[src/rtl/hex_digit_counter.sv]
// hex_digit_counter
//
// Source stage for the 7-segment hex decoder. Holds a 4-bit digit and steps
// it up or down (mod 16) at a rate derived from the system clock. A parallel
// load overrides everything else. Cascaded digit stages are fed by the
// tick/wrap strobes.
//
// Ports:
//   clock      in   1  system clock, rising edge
//   resetn     in   1  asynchronous active-low reset
//   enable     in   1  runs the rate divider; low freezes the divider and digit
//   speed      in   2  rate select: 00 every cycle, 01 CLK_HZ, 10 2*CLK_HZ,
//                      11 4*CLK_HZ cycles per step
//   up         in   1  step direction, 1 = +1, 0 = -1
//   load       in   1  synchronous parallel load strobe
//   load_value in   4  value written to digit on load
//   digit      out  4  current digit value (registered)
//   tick       out  1  one-cycle pulse in the cycle a stepped digit first appears
//   wrap       out  1  pulses together with tick when the step wrapped
//
// There is no valid/ready handshake: tick and wrap are plain one-cycle
// strobes, valid in the same cycle as the new digit and never stalled.

module hex_digit_counter #(
    parameter int unsigned CLK_HZ = 50000000
) (
    input  logic       clock,
    input  logic       resetn,
    input  logic       enable,
    input  logic [1:0] speed,
    input  logic       up,
    input  logic       load,
    input  logic [3:0] load_value,
    output logic [3:0] digit,
    output logic       tick,
    output logic       wrap
);

    // Divider is wide enough to hold the longest period minus one.
    localparam int unsigned DIV_BITS =
        ($clog2(4 * CLK_HZ) < 1) ? 1 : $clog2(4 * CLK_HZ);

    logic [DIV_BITS-1:0] div;
    logic [1:0]          speed_q;
    logic                wrap_next;

    // Reload value for the divider: period for the given rate minus one.
    function automatic logic [DIV_BITS-1:0] period_m1(input logic [1:0] s);
        logic [31:0] p;
        case (s)
            2'b00:   p = 32'd1;
            2'b01:   p = 32'(CLK_HZ);
            2'b10:   p = 32'(2 * CLK_HZ);
            default: p = 32'(4 * CLK_HZ);
        endcase
        return DIV_BITS'(p - 32'd1);
    endfunction

    // A step wraps when leaving 15 upward or 0 downward.
    assign wrap_next = up ? (digit == 4'hF) : (digit == 4'h0);

    always_ff @(posedge clock or negedge resetn) begin
        if (!resetn) begin
            digit   <= 4'h0;
            tick    <= 1'b0;
            wrap    <= 1'b0;
            div     <= '0;
            speed_q <= 2'b00;
        end else begin
            speed_q <= speed;
            if (load) begin
                // Load beats everything, including a pending step.
                digit <= load_value;
                div   <= period_m1(speed);
                tick  <= 1'b0;
                wrap  <= 1'b0;
            end else if (speed != speed_q) begin
                // New rate restarts the period from the new length; a step
                // that would have fired on this edge is dropped.
                div  <= period_m1(speed);
                tick <= 1'b0;
                wrap <= 1'b0;
            end else if (enable && (div == '0)) begin
                digit <= up ? (digit + 4'd1) : (digit - 4'd1);
                div   <= period_m1(speed_q);
                tick  <= 1'b1;
                wrap  <= wrap_next;
            end else if (enable) begin
                div  <= div - DIV_BITS'(1);
                tick <= 1'b0;
                wrap <= 1'b0;
            end else begin
                // Disabled: divider and digit freeze so the period resumes
                // where it left off.
                tick <= 1'b0;
                wrap <= 1'b0;
            end
        end
    end

endmodule

[config.mk]
export PLATFORM = sky130hd
export DESIGN_NAME = hex_digit_counter
export DESIGN_NICKNAME = d
export VERILOG_FILES = /design/src/rtl/hex_digit_counter.sv
export SDC_FILE = /design/constraint.sdc
export NUM_CORES = 1
export LEC_CHECK = 0
export BUFFER_PORTS_ARGS = -buffer_cell sky130_fd_sc_hd__clkbuf_2
export CORE_UTILIZATION = 25
export CTS_CLUSTER_SIZE = 8
export DETAILED_ROUTE_END_ITERATION = 6
export HOLD_SLACK_MARGIN = 0.12
export PLACE_DENSITY = 0.48
export SLEW_MARGIN = 30
export SYNTH_ARGS = -nofsm -noshare
export SYNTH_HDL_FRONTEND = slang
export SYNTH_SLANG_ARGS = --single-unit
[constraint.sdc]
create_clock -name clock -period 6.5 [get_ports clock]
set_clock_uncertainty 0.15 [all_clocks]
set_input_delay 1.3 -clock clock [delete_from_list [all_inputs] [get_ports clock]]
set_output_delay 1.3 -clock clock [all_outputs]
set_load 0.02 [all_outputs]
==> results list <==
* Residual antenna-violating net count after detailed routing: 0
- Avg Synthesized Cell Area: between 8 and 9 um2
* # fillers: 1095
- Initial antenna violation count: 0
* Ratio of cells with drive above 1 in the final layout: 0.1178
- The count of pins over their slew limit came to 0.
* Arrival @ worst endpoint: 4.28 ns
- Counting every instance in the synthesized netlist gives between 300 and 400.
- The tree built by TritonCTS fans out to 36 sinks.
* Post-route cell area: 2937 um2
* Number of global-route vias before repair: approximately 2300
* Utilization of the core after routing: 0.2963
* Total design power: approximately 600 uW
* Source-to-sink clock delay at the later pin of the worst-skew pair: between 0.2 and 0.3 ns
- The worst setup path is captured at a flip-flop.
- Reg-to-reg startpoint: div[10]
- Number of register bits inferred by synthesis: 36
- After clock tree synthesis, the flow added hold-fix buffers numbering 0.
* Number of inserted diodes: 0
- For this configuration, the core starts out at a cell density of 0.2624.
* Cell leakage power: roughly 1.1 nW
* Post-synth top area share: 0.3465
* Routed wire length per instance: approximately 16 um
- Die Ht: between 100 and 150 um
- Setup violations remaining at the end of the flow were counted as 0.
- Clock Tree Root: sky130_fd_sc_hd__clkbuf_8
- Die area: 10810 um2
- Derived from the worst setup path, the maximum achievable clock frequency is roughly 0.24 GHz.
- In the final layout, the multi-input gates occupy 1619 um2.
* Wire length of the first global-routing pass: approximately 12 mm
- Number of nets at the end of the flow: approximately 340
* Area of the placeable core: just under 10000 um2
- Using the TritonRoute via totals, the vias-per-cell ratio works out to 5.362.
- Yosys attributes the largest share of cell area to sky130_fd_sc_hd__dfrtp_1 35%, sky130_fd_sc_hd__ha_1 6.3%, sky130_fd_sc_hd__a21oi_1 4.6%.
- Number of flops mapped to enable cells by yosys: 0
* Period Utilization, post-route: 0.6525
- In this run the core area contains 36 standard-cell rows.
* Clock-pin slew of the registers on the worst-case setup and hold paths: around 0.080 ns
* Data required, critical path: 6.54 ns
- Power per cell area: 199.0 nW/um2
- CTS tree: yes
* Worst-path fanout max: 30
- Synth warn: 0
- The most critical setup path has its startpoint at enable.
- Dominant cell type by area after synthesis: sky130_fd_sc_hd__dfrtp_1
- Measured along the x axis, the die boundary spans about 100 um.
- The mapped netlist covers about 2600 um2.
- The pre-antenna-repair detailed-routing pass consisted of 5 iterations.
* Final Hold Vio Count: 0
- All-Layer GR Usage: 0.1362
- The routed design has 7.159 mm of wire.
* Setup fix buffers added after clock tree synthesis: 0
- Unrepaired setup endpoints after global routing: false
- The worst pin sits at a relative slew slack of 0.3824.
- Number of distinct library cell variants in the gate-level netlist after synthesis: 55
- Min-delay src: div[21]
* Post-detailed-route DRC marker count: 0
- The number of clock buffers added by TritonCTS is 5.
* Crit Path Category: in2reg
* Cell area after placement: around 2800 um2
* Most common cell after layout, fill and taps aside: sky130_fd_sc_hd__dfrtp_1
* Final weighted congestion in routability-driven placement: between 0.8 and 0.9
- The worst-case IR drop observed on VDD is 0.07555 mV.
* Storage element area: 900.9 um2
* Sequential fraction of the synthesis area: 0.3465
- After clock tree synthesis, the repair step resized 0 gates.
- The clock tree synthesis step divided the H-tree into 2 levels.
- For the finished layout, the period the worst path requires is 4.241 ns.
* Buffers from clock root to sink, at most: 2
* Total congestion overflow: 0
- Net count of the mapped netlist: between 300 and 400
- The worst setup path is launched from a primary input.
* Setup total negative slack: 0 ns
- Largest net degree at the start of global routing: 37
- Leaving out fill and tap cells, the most frequent cells in the layout are 36 x sky130_fd_sc_hd__dfrtp_1, 31 x sky130_fd_sc_hd__nand2_1, 24 x sky130_fd_sc_hd__a21oi_1.
* Outcome: complete, no violations
* Detailed Route Iter0 Violations: roughly 150
* Class of the most critical hold timing path: reg2reg
* Synth async-reset ratio: 1.000
* Routed via count: roughly 2400
- The wire-length estimate of the detail-placed layout is ~5.2 mm.
* Port bufs: 16
* Main flop type after synthesis: sky130_fd_sc_hd__dfrtp_1
- Max Cap Viol: 0
* Growth of design area from synthesis to finish: 12.95%
* Transition time at the pin with the least slew margin: 0.9265 ns
* Number of I/O pins: 17
## area by class of cell
cell class,instances,area share
multi-input combinational,244,0.5513
sequential,36,0.3068
tap,133,0.05667
clock buffer,7,0.03281
timing repair buffer,17,0.03068
inverter,9,0.01150
clock inverter,1,0.01023
## registers in the layout, summed over array words and instances, names as in the netlist
signal / cells
digit: 4
speed_q: 2
wrap: 1
tick: 1
div: 28
## metal layers
| metal | vias to the layer above | global-route usage | part of all wire |
|---|---|---|---|
| li1 | 1163 | - | - |
| met1 | 1157 | 0.1892 | 0.49 |
| met2 | 69 | 0.2138 | 0.44 |
| met3 | 8 | 0.02256 | 0.048 |
| met4 | 0 | 0.04490 | 0.017 |
| met5 | - | 0 | 0 |
## power breakdown
group	switching [mW]	leakage [nW]	internal [mW]
combinational	0.0614	0.622	0.0364
sequential	0.0250	0.424	0.242
clock	0.0841	0.0645	0.135
total	0.171	1.11	0.414
## stage by stage
step	std cells	worst slack [ns]	hold slack, ns
finish	447	2.259	0.4218
global route	447	1.927	0.4355
CTS	447	2.291	0.4168
detailed placement	439	1.995	0.4027
global placement	439	2.111	0.3986
floorplan	302	2.856	0.3526
## kinds of logic (layout without fill, tap and decap cells)
family / count (synthesis) / after routing / share of synthesized area
and+or+nand+nor: 121 / 121 / 0.2579
AOI/OAI and AO/OA: 92 / 92 / 0.2334
DFF: 36 / 36 / 0.3465
buffers and inverters: 22 / 34 / 0.03272
adders and majority gates: 14 / 14 / 0.07026
xor gates and xnor gates: 13 / 13 / 0.04379
muxes: 4 / 4 / 0.01540
## worst max-delay path, cell delays in order
cell                       delay [ns]
sky130_fd_sc_hd__clkbuf_2        0.45
sky130_fd_sc_hd__nand2b_1        0.26
sky130_fd_sc_hd__or3_1           0.41
sky130_fd_sc_hd__nor3_2          0.48
sky130_fd_sc_hd__a21oi_1         0.15
sky130_fd_sc_hd__ha_1            0.22
sky130_fd_sc_hd__nand2b_1        0.09
sky130_fd_sc_hd__or4_4           0.15
sky130_fd_sc_hd__a41o_1          0.24
sky130_fd_sc_hd__or2_1           0.21
sky130_fd_sc_hd__a211oi_1        0.07
sky130_fd_sc_hd__o31ai_1         0.25
## synthesized netlist by cell type (3+ instances only)
cell type,count
sky130_fd_sc_hd__o31ai_1,12
sky130_fd_sc_hd__dfrtp_1,36
sky130_fd_sc_hd__o21a_1,3
sky130_fd_sc_hd__clkbuf_1,11
sky130_fd_sc_hd__nor2_1,18
sky130_fd_sc_hd__xor2_1,9
sky130_fd_sc_hd__nand3_1,6
sky130_fd_sc_hd__o21ai_0,19
sky130_fd_sc_hd__nor4_1,10
sky130_fd_sc_hd__xnor2_1,4
sky130_fd_sc_hd__nor3_1,15
sky130_fd_sc_hd__nand2b_1,4
sky130_fd_sc_hd__or3_1,6
sky130_fd_sc_hd__and3_1,4
sky130_fd_sc_hd__nand2_1,31
sky130_fd_sc_hd__inv_1,9
sky130_fd_sc_hd__a211oi_1,9
sky130_fd_sc_hd__ha_1,13
sky130_fd_sc_hd__a21oi_1,24
sky130_fd_sc_hd__mux2i_1,4
sky130_fd_sc_hd__nand4_1,6
sky130_fd_sc_hd__a31oi_1,3
sky130_fd_sc_hd__a41oi_1,3
sky130_fd_sc_hd__or4_4,4
## worst paths after layout
path	to	slack, ns	depth (start not counted)
max	div[18]	2.26	12
max in group asynchronous	tick	4.97	1
min in group asynchronous	div[4]	0.86	1
min reg2reg	div[21]	0.42	1
min	div[21]	0.42	1
max reg2reg	div[18]	2.98	11
Power figures use the tool's default switching activity.
